## config.mk

```make
export PLATFORM = sky130hd
export DESIGN_NAME = simd_issue_queue
export DESIGN_NICKNAME = d
export VERILOG_FILES = /design/src/rtl/simd_pkg.sv /design/src/rtl/issue_fifo.sv /design/src/rtl/simd_issue_queue.sv
export SDC_FILE = /design/constraint.sdc
export NUM_CORES = 1
export LEC_CHECK = 0
export ABC_AREA = 1
export CAP_MARGIN = 20
export CORE_ASPECT_RATIO = 1.25
export CORE_UTILIZATION = 56
export CTS_CLUSTER_SIZE = 24
export DETAILED_ROUTE_END_ITERATION = 6
export PLACE_DENSITY_LB_ADDON = 0.2
export SETUP_SLACK_MARGIN = 0.5
export SYNTH_ARGS = -nofsm -noshare
export SYNTH_HDL_FRONTEND = slang
export SYNTH_SLANG_ARGS = --single-unit
export TNS_END_PERCENT = 10
```

## constraint.sdc

```tcl
create_clock -name clk -period 7.5 [get_ports clk]
set_clock_uncertainty 0.2 [all_clocks]
set_input_delay 1.125 -clock clk [delete_from_list [all_inputs] [get_ports clk]]
set_output_delay 1.125 -clock clk [all_outputs]
set_load 0.02 [all_outputs]
```

## src/rtl/simd_pkg.sv

```systemverilog
// Shared opcode map, field slices and register-address decode for the SIMD issue stage.
package simd_pkg;

  localparam logic [3:0] OP_ADD = 4'd0;
  localparam logic [3:0] OP_SUB = 4'd1;
  localparam logic [3:0] OP_MUL = 4'd2;
  localparam logic [3:0] OP_MAC = 4'd3;
  localparam logic [3:0] OP_ABS = 4'd4;
  localparam logic [3:0] OP_SHR = 4'd5;
  localparam logic [3:0] OP_NEG = 4'd6;
  localparam logic [3:0] OP_MOV = 4'd7;
  localparam logic [3:0] OP_AND = 4'd8;
  localparam logic [3:0] OP_OR  = 4'd9;
  localparam logic [3:0] OP_XOR = 4'd10;
  localparam logic [3:0] OP_NOT = 4'd11;

  localparam logic [11:0] NOP_WORD = 12'hFF0;

  function automatic logic [3:0] op_f(input logic [11:0] instr);
    return instr[11:8];
  endfunction

  function automatic logic [1:0] bw_f(input logic [11:0] instr);
    return instr[7:6];
  endfunction

  function automatic logic [1:0] fc_f(input logic [11:0] instr);
    return instr[5:4];
  endfunction

  function automatic logic [1:0] fb_f(input logic [11:0] instr);
    return instr[3:2];
  endfunction

  function automatic logic [1:0] fa_f(input logic [11:0] instr);
    return instr[1:0];
  endfunction

  function automatic logic [15:0] onehot16(input logic [3:0] addr);
    return 16'(1) << addr;
  endfunction

  function automatic logic [3:0] dest_addr(input logic [11:0] instr);
    return {bw_f(instr), fc_f(instr)};
  endfunction

  // Long-form logic ops read a full 4-bit register from {fb,fa} instead of a bank-relative one.
  function automatic logic [15:0] src_mask(input logic [11:0] instr);
    logic [15:0] a, b, c, l, m;
    a = onehot16({bw_f(instr), fa_f(instr)});
    b = onehot16({bw_f(instr), fb_f(instr)});
    c = onehot16({bw_f(instr), fc_f(instr)});
    l = onehot16({fb_f(instr), fa_f(instr)});
    m = '0;
    case (op_f(instr))
      OP_ADD, OP_SUB, OP_MUL: m = a | b;
      OP_MAC:                 m = a | b | c;
      OP_ABS, OP_NEG:         m = a;
      OP_AND, OP_OR, OP_XOR:  m = l | c;
      OP_NOT:                 m = l;
      OP_SHR, OP_MOV:         m = '0;
      default:                m = '0;
    endcase
    return m;
  endfunction

endpackage

```

## src/rtl/issue_fifo.sv

```systemverilog
// Register-array FIFO; the head word is always visible on rdata for the issue decision.
module issue_fifo #(
  parameter int DEPTH = 8,
  parameter int WIDTH = 12
) (
  input  logic                     clk,
  input  logic                     rst_n,
  input  logic                     push,
  input  logic                     pop,
  input  logic [WIDTH-1:0]         wdata,
  output logic [WIDTH-1:0]         rdata,
  output logic [$clog2(DEPTH):0]   count,
  output logic                     empty,
  output logic                     full
);
  localparam int AW = $clog2(DEPTH);
  localparam int CW = AW + 1;

  logic [WIDTH-1:0] mem [DEPTH];
  logic [AW-1:0]    wr_ptr, rd_ptr;
  logic             do_push, do_pop;

  assign empty   = (count == '0);
  assign full    = (count == CW'(DEPTH));
  assign do_push = push && !full;
  assign do_pop  = pop && !empty;
  assign rdata   = mem[rd_ptr];

  always_ff @(posedge clk) begin
    if (do_push) mem[wr_ptr] <= wdata;
  end

  // Pointers wrap naturally because DEPTH is a power of two.
  always_ff @(posedge clk or negedge rst_n) begin
    if (!rst_n) begin
      wr_ptr <= '0;
      rd_ptr <= '0;
      count  <= '0;
    end else begin
      if (do_push) wr_ptr <= wr_ptr + AW'(1);
      if (do_pop)  rd_ptr <= rd_ptr + AW'(1);
      if (do_push && !do_pop)      count <= count + CW'(1);
      else if (do_pop && !do_push) count <= count - CW'(1);
    end
  end

endmodule

```

## src/rtl/simd_issue_queue.sv

```systemverilog
// Issue stage: buffers instructions and inserts NOPs until read-after-write spacing to the core is safe.
module simd_issue_queue
  import simd_pkg::*;
#(
  parameter int DEPTH    = 8,
  parameter int HAZ_DIST = 2
) (
  input  logic                   clk,
  input  logic                   rst_n,
  input  logic                   in_valid,
  input  logic [11:0]            in_instr,
  output logic                   in_ready,
  input  logic                   run,
  output logic [11:0]            instruction,
  output logic                   issue_valid,
  output logic [$clog2(DEPTH):0] fifo_count,
  output logic [15:0]            stall_count
);
  localparam int HIST = HAZ_DIST - 1;
  localparam int HN   = (HIST > 0) ? HIST : 1;

  logic [11:0]   head;
  logic          empty, full, push;
  logic          hazard_p0, issue_p0, stall_p0;
  logic [15:0]   hist_mask;
  logic [HN-1:0] hist_vld;
  logic [3:0]    hist_dst [HN];

  issue_fifo #(.DEPTH(DEPTH), .WIDTH(12)) u_fifo (
    .clk   (clk),
    .rst_n (rst_n),
    .push  (push),
    .pop   (issue_p0),
    .wdata (in_instr),
    .rdata (head),
    .count (fifo_count),
    .empty (empty),
    .full  (full)
  );

  assign in_ready = !full;
  assign push     = in_valid && !full;

  // Stage p0: hazard decision against the destinations of the last HIST issue slots.
  always_comb begin
    hist_mask = '0;
    for (int i = 0; i < HIST; i++) begin
      if (hist_vld[i]) hist_mask[hist_dst[i]] = 1'b1;
    end
  end

  assign hazard_p0 = |(src_mask(head) & hist_mask);
  assign issue_p0  = run && !empty && !hazard_p0;
  assign stall_p0  = run && !empty && hazard_p0;

  // Stage p1: registered word to the core, history shift and stall statistics.
  always_ff @(posedge clk or negedge rst_n) begin
    if (!rst_n) begin
      instruction <= NOP_WORD;
      issue_valid <= 1'b0;
      hist_vld    <= '0;
      stall_count <= '0;
    end else begin
      instruction <= issue_p0 ? head : NOP_WORD;
      issue_valid <= issue_p0;
      hist_vld[0] <= issue_p0;
      for (int i = 1; i < HN; i++) hist_vld[i] <= hist_vld[i-1];
      if (stall_p0 && stall_count != 16'hFFFF) stall_count <= stall_count + 16'd1;
    end
  end

  // Destination tags need no reset: the valid bits gate them.
  always_ff @(posedge clk) begin
    hist_dst[0] <= dest_addr(head);
    for (int i = 1; i < HN; i++) hist_dst[i] <= hist_dst[i-1];
  end

endmodule

```

==> metrics.txt, run 1 <==
status finished clean; Worst setup EP type flop; 1st-iter DRT viols 354; DR vias/cell 5.31; post-route antenna net violation count 0; clock sink count 139; # DRC 0; Worst-Skew Late Latency 0.42 ns; GR met1 Demand/Resource 31.7%; Routed wire per std cell 15.5 um; type of the worst setup path flop to flop; DRT Wirelength 15200 um; Int Pwr 0.00190 W; diode count 0; dpl hpwl 10400 um; fin crit share 63.2%; worst slew pin tran 1.02 ns; Ports 50; H-tree depth 4; vias in the first global route 5144; share of layout cells above drive strength 1 8.12%; Critical Path Max Stage Delay 1.01 ns; worst hold slack 0.335 ns; filler instances 941; RSZ-0062 raised after global routing no; relative max-transition margin 32.0%; Power Total 0.00326 W; static leakage 3.49 nW; PostCTS Resize Cnt 0; All-Layer GR Usage 25.8%; Yosys warning count 0; die extent in y 126 um; critical path startpoint category flop; hold buffer count at cts 0; Setup Buffers After CTS 0; P_sw 0.00137 W; most frequent CP cell nand2_1; Sw Ratio 41.9%; #FFs+latches synth 139; peak fanout along the critical path 28; grt ovf 0; Initial Utilization 58.1%; slowest library cell on the worst path dfrtp_1; CTS tree yes; pre-CTS worst setup slack 2.84 ns; largest buffer count on any clock path 2; # setup viols final 0; initial antenna violation count 0; CTS clock-pin slew for the worst setup and hold paths 0.07 ns; met2 usage 43.8%; met3 GRT Util 5.38%; VDD IR-drop max 0.210 mV; Netlist Area Pre-Place 6850 sq um; Critical Path Start u_fifo.rd_ptr[1]$_DFFE_PN0P_; grt peak-use layer met2; CTS buffer count 17; DIE WIDTH 101 um; Final Wtd Congestion 0.905; number of port buffers 49; min-delay src stall_count[8]$_DFFE_PN0P_; Max-Cap Viols 0; critical path arrival 4.88 ns; Slew Limit Fails 0; via count 5234; sequential area share after synthesis 57.7%; final net count 835; Avg Cell Area, Syn 9.01 sq um; Setup TNS Final 0 ns; worst min path class flop to flop; root buffer cell clkbuf_16; Min Clock Period, post-route 4.74 ns; Distinct cells, synth 39; layout overhead on the synthesized area 17.0%; DIE AREA 12700 sq um; DRT Pass-1 Iters 4; f_max 211 MHz; clock power share 25.3%; first-pass GRT wire length 24800 um; syn nets 783; Hold Fails Final Rpt 0; RR Startpoint u_fifo.rd_ptr[1]$_DFFE_PN0P_; Reg area 3950 sq um; largest net degree at the start of global routing 53; CP required 7.64 ns; sequential share of power 33.8%; Syn Inst Count 760; Final WS setup 2.76 ns; Power Density 407 nW/um^2; combinational share of power 40.9%; Critical Path, Cell by Cell inv_2 -> nand3_1 -> nand2_1 -> nand2_1 -> nand2_1 -> nand2_1 -> nor2_1 -> a21oi_1 -> nand2_1 -> nand3_1 -> nand2_1 -> nor2_1 -> nand2_1 -> nand2_2 -> nand4_4 -> ha_1 -> inv_1 -> ha_1 -> a21o_1 -> a21oi_1 -> nor2_1 -> nor2_1 -> xor2_1; row count 44; most frequent cells in the layout nand2_1, edfxtp_1, inv_1; Multi-input gate area 2360 sq um; commonest non-fill, non-tap cell in the layout nand2_1; core area 11800 sq um
-- power groups by stage --
stage	clock, W	sequential [W]	combinational, W
2_1_floorplan	0	0.00112	0.000956
3_3_place_gp	0	0.00111	0.00131
3_5_place_dp	0	0.00112	0.00132
4_1_cts	0.000832	0.00110	0.00133
5_1_grt	0.000862	0.00112	0.00149
6_report	0.000825	0.00110	0.00133
-- per-layer routing --
metal	part of all wire [%]	up-vias
li1	-	2577
met1	41	2461
met2	51	161
met3	4.8	35
met4	2.6	0
met5	0	-
-- cell type report --
type                    count  area share [%]
clock buffers              17            5.31
inverters                  94            4.43
clock inverters            15            2.05
repair buffers             58            6.90
well taps                 161            2.51
multi-input cells         502            29.5
flip-flops and latches    139            49.3
-- Yosys cell counts (all sizes together) --
library cell / n / area, sq um
dfstp: 8 / 210
dfrtp: 31 / 776
nand4: 18 / 128
dfxtp: 4 / 80.1
buf: 22 / 169
edfxtp: 96 / 2880
o21ai: 23 / 134
or4: 1 / 7.51
nand3b: 1 / 7.51
a21oi: 7 / 35.0
nor2: 86 / 323
or2: 1 / 6.26
a21boi: 1 / 11.3
fa: 1 / 20.0
a21o: 1 / 7.51
xnor2: 8 / 70.1
and3: 2 / 12.5
nand3: 80 / 425
clkbuf: 3 / 11.3
o22ai: 5 / 31.3
nor4: 1 / 6.26
a31oi: 1 / 6.26
ha: 6 / 75.1
nor3: 13 / 65.1
nand2: 235 / 897
inv: 94 / 355
xor2: 11 / 96.3
-- metrics by stage --
step	instance area, sq um	util [%]	std cells
detailed placement	7420	63.0	954
floorplan	6850	-	760
finish	8010	68.0	986
global placement	7420	63.0	954
CTS	8010	68.0	986
global route	8010	68.0	986
-- cell families after synthesis --
logic type               count (synthesis)  synth area share (%)
AND/OR/NAND/NOR                        438                  27.4
flip-flops                             139                  57.7
buffers and inverters                  119                  7.82
AO/OA/AOI/OAI                           38                  3.29
XOR/XNOR                                19                  2.43
adder cells (fa/ha/maj)                  7                  1.39
-- flip-flops by register name, summed over array words and instances, names as in the netlist --
signal,flops
hist_vld,1
stall_count,16
instruction,12
u_fifo.wr_ptr,3
u_fifo.count,4
hist_dst,4
u_fifo.mem,96
u_fifo.rd_ptr,3
-- path summary, 6_finish.rpt --
| kind | cells after the start | slack (ns) | endpoint |
|---|---|---|---|
| max | 23 | 2.76 | u_fifo.count[3]$_DFFE_PN0P_ |
| max reg2reg | 23 | 2.76 | u_fifo.count[3]$_DFFE_PN0P_ |
| min reg2reg | 2 | 0.34 | stall_count[8]$_DFFE_PN0P_ |
| min in group asynchronous | 1 | 0.62 | hist_vld$_DFF_PN0_ |
| max in group asynchronous | 1 | 5.93 | stall_count[1]$_DFFE_PN0P_ |
| min | 2 | 0.34 | stall_count[8]$_DFFE_PN0P_ |
-- worst max-delay path: cells and delay by family, from the launching register on --
family	cells	cell delay, ns
buffers and inverters	2	0.57
DFF	1	1.01
xor gates and xnor gates	1	0.16
and+or+nand+nor	15	1.68
AOI/OAI and AO/OA	3	0.45
adders and majority gates	2	0.58
No activity file was read; power rests on OpenSTA's default activity.
==> run 2: changes to the inputs <==
clock period = 4.6 ns   (was 7.5 ns; I/O delays follow)
==> metrics.txt, run 2 (same netlist as run 1, synthesis figures left out) <==
All-Layer GR Usage 26.9%; vias in the first global route 5309; Min Clock Period, post-route 3.94 ns; Setup TNS Final 0 ns; first-pass GRT wire length 25600 um; Hold Fails Final Rpt 0; Final Wtd Congestion 0.891; DIE WIDTH 101 um; CTS buffer count 17; slowest library cell on the worst path dfrtp_4; RSZ-0062 raised after global routing no; Int Pwr 0.00339 W; initial antenna violation count 0; die extent in y 126 um; root buffer cell clkbuf_16; RR Startpoint u_fifo.rd_ptr[0]$_DFFE_PN0P_; Critical Path, Cell by Cell buf_12 -> nand2_1 -> nand3_1 -> nand3_1 -> nand2_1 -> nand2_2 -> buf_4 -> nor2_1 -> a21oi_1 -> nand2_2 -> nand3_1 -> nand2_1 -> nor2_1 -> nand2_1 -> nand2_2 -> nand4_4 -> ha_4 -> inv_1 -> ha_1 -> a21o_1 -> a21oi_2 -> nor2_1 -> nor2_1 -> xor2_1; CP required 4.74 ns; layout overhead on the synthesized area 20.9%; DRT Wirelength 16700 um; r2r worst-path depth 24; worst reg2reg setup slack 0.66 ns; DIE AREA 12700 sq um; CTS tree yes; CTS clock-pin slew for the worst setup and hold paths 0.06 ns; commonest non-fill, non-tap cell in the layout nand2_1; f_max 254 MHz; Slew Limit Fails 0; CP bufs+invs 3; VDD IR-drop max 0.337 mV; Critical Path Start u_fifo.rd_ptr[0]$_DFFE_PN0P_; Max-Cap Viols 0; worst hold slack 0.190 ns; P_sw 0.00237 W; Crit Reg-Reg Endpoint u_fifo.count[3]$_DFFE_PN0P_; Top Metal Used met4; met3 routed WL 987 um; type of the worst setup path flop to flop; core area 11800 sq um; combinational share of power 43.4%; Metal-1 WL 6570 um; row count 44; Biggest register u_fifo.mem; Sw Ratio 41.1%; Power Density 696 nW/um^2; most frequent cells in the layout nand2_1, edfxtp_1, inv_1; diode count 0; dpl cells 957; largest buffer count on any clock path 2; critical path startpoint category flop; dpl hpwl 10100 um; post-route antenna net violation count 0; clock sink count 139; clock power share 26.0%; max reg flops 96; critical path arrival 4.08 ns; peak fanout along the critical path 21; status finished clean; largest registers u_fifo.mem: 96 flops, stall_count: 16 flops, instruction: 12 flops; # setup viols final 0; grt ovf 0; relative max-transition margin 40.9%; Crit path max-delay family simple AND/OR/NAND/NOR gates; via count 5472; non-filler instance count after layout 999; H-tree depth 4; Worst setup EP type flop; placed cell area 7450 sq um; pre-CTS worst setup slack 0.585 ns; largest net degree at the start of global routing 49; Routed wire per std cell 16.7 um; Critical Path Max Stage Delay 0.59 ns; static leakage 3.60 nW; worst slew pin tran 0.886 ns; worst min path class input pin to asynchronous set/reset pin; 1st-iter DRT viols 365; sequential share of power 30.6%; Ports 50; final net count 848; share of layout cells above drive strength 1 11.1%; Final WS setup 0.657 ns; fin crit share 85.7%; # DRC 0; final instance area 8280 sq um; Worst-Skew Late Latency 0.42 ns; DRT Pass-1 Iters 5; WL met2 8700 um; number of port buffers 49; Initial Utilization 58.1%; DR vias/cell 5.48
==> run 2: metrics by stage <==
step	util [%]	total power, W
6_report	70.3	0.00576
5_1_grt	70.3	0.00608
4_1_cts	68.7	0.00553
3_5_place_dp	63.2	0.00401
3_3_place_gp	63.2	0.00395
2_1_floorplan	-	0.00339
==> run 2: how the worst max path moves through the flow <==
stage                     slack, ns  cells past startpoint                     endpoint
after detailed placement       0.58                     21  u_fifo.count[3]$_DFFE_PN0P_
after global placement         0.71                     23  u_fifo.count[3]$_DFFE_PN0P_
after global routing           0.39                     24  u_fifo.count[3]$_DFFE_PN0P_
after floorplan                1.18                     24  u_fifo.count[3]$_DFFE_PN0P_
after CTS                      0.53                     21  u_fifo.count[3]$_DFFE_PN0P_
final                          0.66                     24  u_fifo.count[3]$_DFFE_PN0P_
==> run 2: what timing repair did <==
action,CTS,global route
resized for setup,0,28
setup endpoints to repair,0,1
hold buffers,0,0
setup buffers,0,7
==> run 2: area by class of cell <==
| type | instances | area (sq um) |
|---|---|---|
| fillers | 885 | 3500 |
| clock buffers | 19 | 433 |
| clock inverters | 13 | 216 |
| repair inverters | 2 | 17.5 |
| well taps | 161 | 201 |
| repair buffers | 69 | 682 |
| flip-flops and latches | 139 | 3950 |
| inverters | 94 | 368 |
| multi-input cells | 502 | 2410 |
==> run 2: layer usage <==
metal  track usage (%)  up-vias
li1                  -     2603
met4              12.9        0
met5                 0        -
met1              30.9     2605
met3              6.55       49
met2              46.6      215
==> run 2: power by group through the flow <==
stage | clock network [W] | logic [W] | registers (W)
finish | 0.00150 | 0.00250 | 0.00177
global route | 0.00156 | 0.00273 | 0.00180
CTS | 0.00151 | 0.00228 | 0.00174
floorplan | 0 | 0.00156 | 0.00183
detailed placement | 0 | 0.00225 | 0.00176
global placement | 0 | 0.00219 | 0.00175
==> run 2: worst reg2reg max path, delay by kind of cell, from the launching register on <==
kind | cells | cell delay (ns)
AND/OR/NAND/NOR | 15 | 1.49
flip-flops | 1 | 0.59
AO/OA/AOI/OAI | 3 | 0.50
adder cells (fa/ha/maj) | 2 | 0.46
buffers and inverters | 3 | 0.44
XOR/XNOR | 1 | 0.17
==> run 3: changes to the inputs <==
CTS_BUF_LIST = sky130_fd_sc_hd__clkbuf_16   (was not set)
SKIP_CTS_REPAIR_TIMING = 1   (was not set)
SYNTH_HIERARCHICAL = 1   (was not set)
==> metrics.txt, run 3 <==
pre-CTS worst setup slack 0.450 ns; worst reg2reg setup slack 0.65 ns; non-filler instance count after layout 1097; critical path startpoint category flop; Yosys top cell area share 40.8%; critical path arrival 4.06 ns; CP bufs+invs 5; Hold Fails Final Rpt 0; first-pass GRT wire length 25800 um; clock sink count 139; sequential share of power 29.3%; dpl hpwl 10900 um; max reg flops 96; # setup viols final 0; number of synthesized flops with an enable pin 96; largest cells by area after synthesis edfxtp_1, nand2_1, dfrtp_1; Sw Ratio 41.9%; RR Startpoint u_fifo/rd_ptr[0]$_DFFE_PN0P_; layout overhead on the synthesized area 22.6%; final instance area 8660 sq um; VDD IR-drop max 0.405 mV; most common cell in the netlist nand2_1; Distinct cells, synth 37; slowest library cell on the worst path dfrtp_2; Initial Utilization 57.8%; Worst setup EP type flop; Netlist Area Pre-Place 7060 sq um; root buffer cell clkbuf_16; Adder-Cell Fraction of Synth Area 1.35%; peak fanout along the critical path 14; share of layout cells above drive strength 1 13.2%; number of port buffers 49; core area 12200 sq um; Min Clock Period, post-route 3.95 ns; DR vias/cell 5.19; combinational share of power 47.6%; multiplexer share of the synthesized area 0%; main combinational cell family by area after synthesis simple AND/OR/NAND/NOR gates; Avg Cell Area, Syn 8.41 sq um; P_sw 0.00250 W; worst slew pin tran 0.864 ns; H-tree depth 4; final net count 944; clock power share 23.1%; r2r worst-path depth 29; Yosys warning count 6; filler instances 925; CP required 4.71 ns; RSZ-0062 raised after global routing no; largest registers u_fifo/mem: 96 flops, stall_count: 16 flops, instruction: 12 flops; Ports 50; worst hold slack 0.183 ns; DIE AREA 13100 sq um; f_max 253 MHz; DIE WIDTH 102 um; Yosys top cell by area edfxtp_1; CTS clock-pin slew for the worst setup and hold paths 0.06 ns; Critical Path Start u_fifo/rd_ptr[0]$_DFFE_PN0P_; CTS tree yes; Slew Limit Fails 0; vias in the first global route 5314; worst min path class input pin to asynchronous set/reset pin; Setup TNS Final 0 ns; post-synthesis compound-gate area fraction 1.24%; # DRC 0; static leakage 3.99 nW; post-synthesis async set-or-reset flop share 28.1%; post-route antenna net violation count 0; status finished clean; dpl cells 1050; syn nets 863; Final WS setup 0.648 ns; Setup crit end u_fifo/count[3]$_DFFE_PN0P_; Routed wire per std cell 15.3 um; fin crit share 85.9%; diode count 0; Final Wtd Congestion 0.923; Syn Inst Count 840; grt ovf 0; 1st-iter DRT viols 293; post-synthesis xor/xnor area fraction 2.36%; post-synthesis simple-gate area fraction 30.6%; All-Layer GR Usage 26.5%; Int Pwr 0.00347 W; Crit. path cell count 29; commonest non-fill, non-tap cell in the layout nand2_1; largest buffer count on any clock path 2; DRT Pass-1 Iters 6; Crit Reg-Reg Endpoint u_fifo/count[3]$_DFFE_PN0P_; Critical Path Max Stage Delay 0.43 ns; via count 5697; DRT Wirelength 16800 um; row count 45; Crit path max-delay family simple AND/OR/NAND/NOR gates; Biggest register u_fifo/mem; type of the worst setup path flop to flop; relative max-transition margin 42.4%; sequential area share after synthesis 55.9%; Synth Flop Type edfxtp_1; most frequent CP cell nand2_1; Power Density 690 nW/um^2; CTS buffer count 17; most frequent cells in the layout nand2_1, nor2_1, inv_1; Worst-Skew Late Latency 0.42 ns; largest net degree at the start of global routing 58; placed cell area 7760 sq um; initial antenna violation count 0; synth cell count leaders nand2_1, nor2_1, inv_1; die extent in y 128 um; Max-Cap Viols 0; #FFs+latches synth 139
[run 3: cell types whose count changed after synthesis, sizes merged, moves of 5 or more]
cell	change
nor2	+60
nor3	+6
nand3	-50
o21ai	-19
inv	+14
o22ai	-5
nand2	+73
[run 3: layout make-up]
cell class | instances | area [sq um] | share of cell area [%]
Tap cell | 164 | 205 | 2.37
Timing Repair Buffer | 87 | 870 | 10.0
Clock buffer | 17 | 425 | 4.91
Clock inverter | 14 | 171 | 1.98
Multi-Input combinational cell | 568 | 2620 | 30.3
Sequential cell | 139 | 3950 | 45.6
Inverter | 108 | 415 | 4.80
[run 3: power groups by stage]
stage / combinational, W / clock [W] / sequential, W
floorplan: 0.00168 / 0 / 0.00183
global placement: 0.00239 / 0 / 0.00177
detailed placement: 0.00243 / 0 / 0.00178
CTS: 0.00246 / 0.00140 / 0.00175
global route: 0.00316 / 0.00145 / 0.00177
finish: 0.00285 / 0.00138 / 0.00175
[run 3: worst min path at each step]
stage | to | startpoint | slack (ns) | cells after the start
floorplan | hist_vld$_DFF_PN0_ | rst_n | 0.19 | 0
detailed placement | stall_count[7]$_DFFE_PN0P_ | stall_count[7]$_DFFE_PN0P_ | 0.32 | 2
global route | stall_count[10]$_DFFE_PN0P_ | rst_n | 0.26 | 1
global placement | stall_count[9]$_DFFE_PN0P_ | stall_count[9]$_DFFE_PN0P_ | 0.31 | 2
finish | stall_count[10]$_DFFE_PN0P_ | rst_n | 0.18 | 1
CTS | stall_count[10]$_DFFE_PN0P_ | rst_n | 0.21 | 1
[run 3: through the flow]
stage | power, W | util, %
CTS | 0.00561 | 68.4
finish | 0.00598 | 70.8
detailed placement | 0.00421 | 63.5
global route | 0.00638 | 70.8
global placement | 0.00416 | 63.5
floorplan | 0.00350 | -
[run 3: logic make-up after synthesis]
group | Yosys count
and+or+nand+nor | 528
DFF | 139
buffers and inverters | 133
xor gates and xnor gates | 19
AOI/OAI and AO/OA | 14
adders and majority gates | 7
[run 3: per-layer routing]
layer / wire (um) / global-route usage, %
met4: 443 / 11.8
met3: 1040 / 4.27
met5: 0 / 0
met1: 6370 / 31.3
met2: 8920 / 46.9
==> patch 1, RTL diff (config.mk and constraints of run 3) <==
Set the parameter `HAZ_DIST` to 4 (it was 2).
--- a/src/rtl/simd_issue_queue.sv
+++ b/src/rtl/simd_issue_queue.sv
@@ -5,3 +5,3 @@
   parameter int DEPTH    = 8,
-  parameter int HAZ_DIST = 2
+  parameter int HAZ_DIST = 4
 ) (
Formal check against the unedited RTL: not equivalent (a bounded check fails within 10 cycles, from zero or initial values and one cycle with rst_n low).
==> patch 1 against run 3 <==
Wire length increased by 5.4%. Worst setup slack improved by 0.080 ns. Design area decreased by 0.45%. Critical path depth decreased by 3. Via count increased by 0.93%. Global-route usage increased by 0.61 points. Sequential cell count increased by 10. Critical path type unchanged. Critical endpoint unchanged. Sequential share of layout area increased by 2.7 points. Power increased by 4.2%. Synthesized area increased by 1.0%.
==> patch 1: results (changes against run 3) <==
* Status: finished, final reports clean
* Seq/Total Area, Yosys at 0.583 (+0.0239)
* IO Port Bufs at 49 (unchanged)
* Grt met3 use at 0.0534 (+0.0108)
* Worst slew pin tran at 0.876 ns (+0.0124 ns)
* Metal-1 WL at 6810 um (+6.9%)
* First-pass GRT wire length at 26500 um (+2.7%)
* Fmax at 258 MHz (+2.1%)
* Nets at 895 (-5.2%)
* Hold WS at 0.174 ns (-0.00885 ns)
* Mean post-synth cell area at 8.86 um^2 (+5.4%)
* DR pass1 iterations at 5 (-1)
* Critical-path top delay cell: dfrtp_4
* Met2 wire len at 9110 um (+2.1%)
* Synth cell count leaders: nand2_1, nor2_1, edfxtp_1
* Worst-path maximum fanout at 12 (-2)
* Leakage Power at 3.66 nW (-8.3%)
* Worst EP arrival at 3.99 ns (-0.07 ns)
* WL met3 at 1140 um (+9.4%)
* DP HPWL at 11200 um (+3.0%)
* Fill cell count at 936 (+1.2%)
* Regs by FF count: u_fifo/mem x96, stall_count x16
* Startpoint Class: register
* FFs w/ async S/R, synth at 0.275 (-0.00541)
* Worst ir drop on vdd at 0.362 mV (-11%)
* Crit path to: u_fifo/count[3]
* Starting DRT DRC Count at 381 (+30%)
* Post-synthesis cell type count at 36 (-2.7%)
* Via-to-Cell Ratio at 5.48 (+5.5%)
* Switching share of power at 0.439 (+0.0202)
* FF-to-FF path depth at 26 (-10%)
* Internal power at 3.49 mW (+0.55%)
* Power share of the clock group at 0.219 (-0.012)
* Crit-path leading delay family: simple AND/OR/NAND/NOR gates
* Finished Layout Cells at 1049 (-4.4%)
* Worst slack, placed at 0.178 ns (-0.272 ns)
* Share of cells above drive strength 1 at 0.123 (-0.00867)
* M1 GR Usage at 0.322 (+0.00860)
* Area contributors post-synth: edfxtp_1, nand2_1, dfrtp_1, nor2_1, nand3_1
* Max incr delay on CP at 0.60 ns (+0.17 ns)
* Max_cap viols at 0 (unchanged)
* Pin count of the biggest net entering global routing at 50 (-14%)
* Number of global-route vias before repair at 5447 (+2.5%)
* GRT Overall Usage at 0.271 (+0.00611)
* Sequential share of power at 0.316 (+0.023)
* Post-Syn Nets at 828 (-4.1%)
* M2 GR Usage at 0.460 (-0.00824)
* Routed WL per cell at 16.9 um (+10%)
* Post-placement cell area at 7790 um^2 (+0.35%)
* Routability cong. at 0.900 (-2.4%)
* R2R setup slack at 0.73 ns (+0.08 ns)
* Synth warnings at 6 (unchanged)
-- patch 1: cell count changes after synthesis, moves of 8 or more --
cell,delta
nand3_1,+28
o21ai_0,+27
nor3_1,-16
nor2_1,-12
dfxtp_1,+8
nand2_1,-41
o21ai_1,+21
inv_1,-49
-- patch 1: cell type report --
class | instances | area [um^2] | share of cell area
Sequential cell | 149 | 4160 | 0.483
Timing Repair Buffer | 70 | 716 | 0.0831
Inverter | 62 | 259 | 0.0301
Multi-Input combinational cell | 571 | 2690 | 0.312
Timing Repair inverter | 1 | 8.76 | 0.00102
Tap cell | 164 | 205 | 0.0238
Clock inverter | 15 | 154 | 0.0179
Clock buffer | 17 | 425 | 0.0494
-- patch 1: logic make-up after synthesis --
| kind of cell | share of synthesized area |
|---|---|
| xor gates and xnor gates | 0.0233 |
| buffers and inverters | 0.0521 |
| and+or+nand+nor | 0.283 |
| DFF | 0.583 |
| AOI/OAI and AO/OA | 0.0449 |
| adders and majority gates | 0.0133 |
==> patch 2, RTL diff (settings of run 3) <==
Without the edit above. Make the reset (`rst_n`) synchronous in 2 clocked blocks.
--- a/src/rtl/issue_fifo.sv
+++ b/src/rtl/issue_fifo.sv
@@ -33,3 +33,3 @@
   // Pointers wrap naturally because DEPTH is a power of two.
-  always_ff @(posedge clk or negedge rst_n) begin
+  always_ff @(posedge clk) begin
     if (!rst_n) begin
--- a/src/rtl/simd_issue_queue.sv
+++ b/src/rtl/simd_issue_queue.sv
@@ -56,3 +56,3 @@
   // Stage p1: registered word to the core, history shift and stall statistics.
-  always_ff @(posedge clk or negedge rst_n) begin
+  always_ff @(posedge clk) begin
     if (!rst_n) begin
Formal check against the unedited RTL: differs if rst_n is asserted again (counterexample within 4 cycles, from zero or initial values and one cycle with rst_n low); with rst_n held inactive, the same outputs for 4 cycles.
==> patch 2 against run 3 <==
Combinational power is 27% lower. Synthesized area shrank 3.9%. Hold slack gained 0.12 ns. Power shrank 16%. Core utilization increased by 0.89 points. Highest routed layer unchanged. Wire length grew 6.9%. Sequential share of layout area decreased by 0.37 points. Worst setup slack lost 0.0068 ns. Design area decreased by 2.8%. Clock power decreased by 4%. Sequential cell count up 3.
==> patch 2: results (changes against run 3) <==
* Reg-to-reg critical path endpoint: u_fifo/count[2]
* Grt met3 use at 0.0531 (+0.0104)
* DP HPWL at 10800 um (about the same)
* Switching share of power at 0.396 (-0.0222)
* Fill cell count at 877 (-5.2%)
* Seq/Total Area, Yosys at 0.560 (+0.00139)
* Nets at 921 (-2.4%)
* Hold WS at 0.306 ns (+0.123 ns)
* FF-to-FF path depth at 27 (-6.9%)
* Synth cell count leaders: nand2_1, nor2_1, edfxtp_1
* Initial antenna violation count at 0 (unchanged)
* Clk buf depth at 2 (unchanged)
* Metal-1 WL at 6950 um (+9.0%)
* Post-synthesis cell type count at 32 (-14%)
* Worst EP arrival at 4.07 ns (about the same)
* Status: finished, final reports clean
* M1 GR Usage at 0.344 (+0.0311)
* Hold Path End: u_fifo/wr_ptr[0]
* Vias at 5889 (+3.4%)
* Area contributors post-synth: edfxtp_1, dfxtp_1, nand2_1, nor2_1, inv_1
* Pin count of the biggest net entering global routing at 41 (-29%)
* Share of cells above drive strength 1 at 0.133 (+0.000988)
* Regs by FF count: u_fifo/mem x96, stall_count x16, instruction x12
* WL met3 at 1520 um (+47%)
* Worst-path maximum fanout at 20 (+6)
* Max_slew headroom at 0.689 (+0.265)
* Post-Syn Nets at 842 (-2.4%)
* Hold Crit Start: u_fifo/wr_ptr[0]
* First-pass GRT wire length at 25900 um (+0.35%)
* Worst ir drop on vdd at 0.373 mV (-8.1%)
* Met2 wire len at 8850 um (-0.76%)
* Routed WL per cell at 16.7 um (+9.3%)
* Routability cong. at 0.956 (+3.6%)
* Min-delay worst type: reg -> reg
* FFs w/ async S/R, synth at 0 (-0.281)
* IO Port Bufs at 49 (unchanged)
* # diodes at 0 (unchanged)
* CTS root buf: clkbuf_16
* M2 GR Usage at 0.444 (-0.0246)
* Starting DRT DRC Count at 525 (+79%)
* Number of global-route vias before repair at 5327 (+0.24%)
* Leakage Power at 3.58 nW (-10%)
* Crit-path leading delay family: simple AND/OR/NAND/NOR gates
* GRT Overall Usage at 0.269 (+0.00385)
* Critical-path top delay cell: a21oi_1
-- patch 2: changes by cell type after synthesis, moves of 8 or more --
cell,before,now
nand3_1,27,43
o21ai_1,1,24
dfxtp_1,4,46
nand2_1,302,206
o21ai_0,3,32
inv_1,104,91
dfstp_2,8,0
nor2_1,142,170
dfrtp_1,31,0
xor2_1,12,3
-- patch 2: cell type report --
cell class	count	area, um^2	share of cell area
inverters	98	385	0.0458
clock inverters	15	146	0.0174
flip-flops and latches	142	3810	0.453
clock buffers	17	425	0.0506
well taps	161	201	0.0239
repair buffers	86	882	0.105
multi-input cells	553	2560	0.305
-- patch 2: cells by family after synthesis --
| kind of cell | synth area share |
|---|---|
| adders and majority gates | 0.0140 |
| buffers and inverters | 0.0785 |
| xor gates and xnor gates | 0.00516 |
| AOI/OAI and AO/OA | 0.0535 |
| DFF | 0.560 |
| and+or+nand+nor | 0.288 |
-- patch 2: through the flow --
stage	cells	instance area, um^2	worst slack (ns)
3_3_place_gp	1022	7480	0.473
2_1_floorplan	819	6790	0.769
5_1_grt	1072	8410	0.425
4_1_cts	1054	8060	0.349
3_5_place_dp	1022	7480	0.409
6_report	1072	8410	0.641
-- patch 2: worst max path at each step --
stage,startpoint,to,slack [ns],cells past startpoint
after floorplan,register,u_fifo/count[3],0.77,29
after global placement,register,u_fifo/count[3],0.47,30
after detailed placement,register,u_fifo/count[3],0.41,28
after CTS,register,u_fifo/count[3],0.35,28
after global routing,register,u_fifo/count[3],0.43,32
final,register,u_fifo/count[2],0.64,27
-- patch 2: power groups by stage --
stage,sequential [mW],combinational [mW],clock (mW)
CTS,1.59,1.71,1.33
global placement,1.61,1.67,0
global route,1.61,2.27,1.39
detailed placement,1.62,1.69,0
finish,1.60,2.09,1.33
floorplan,1.65,1.17,0
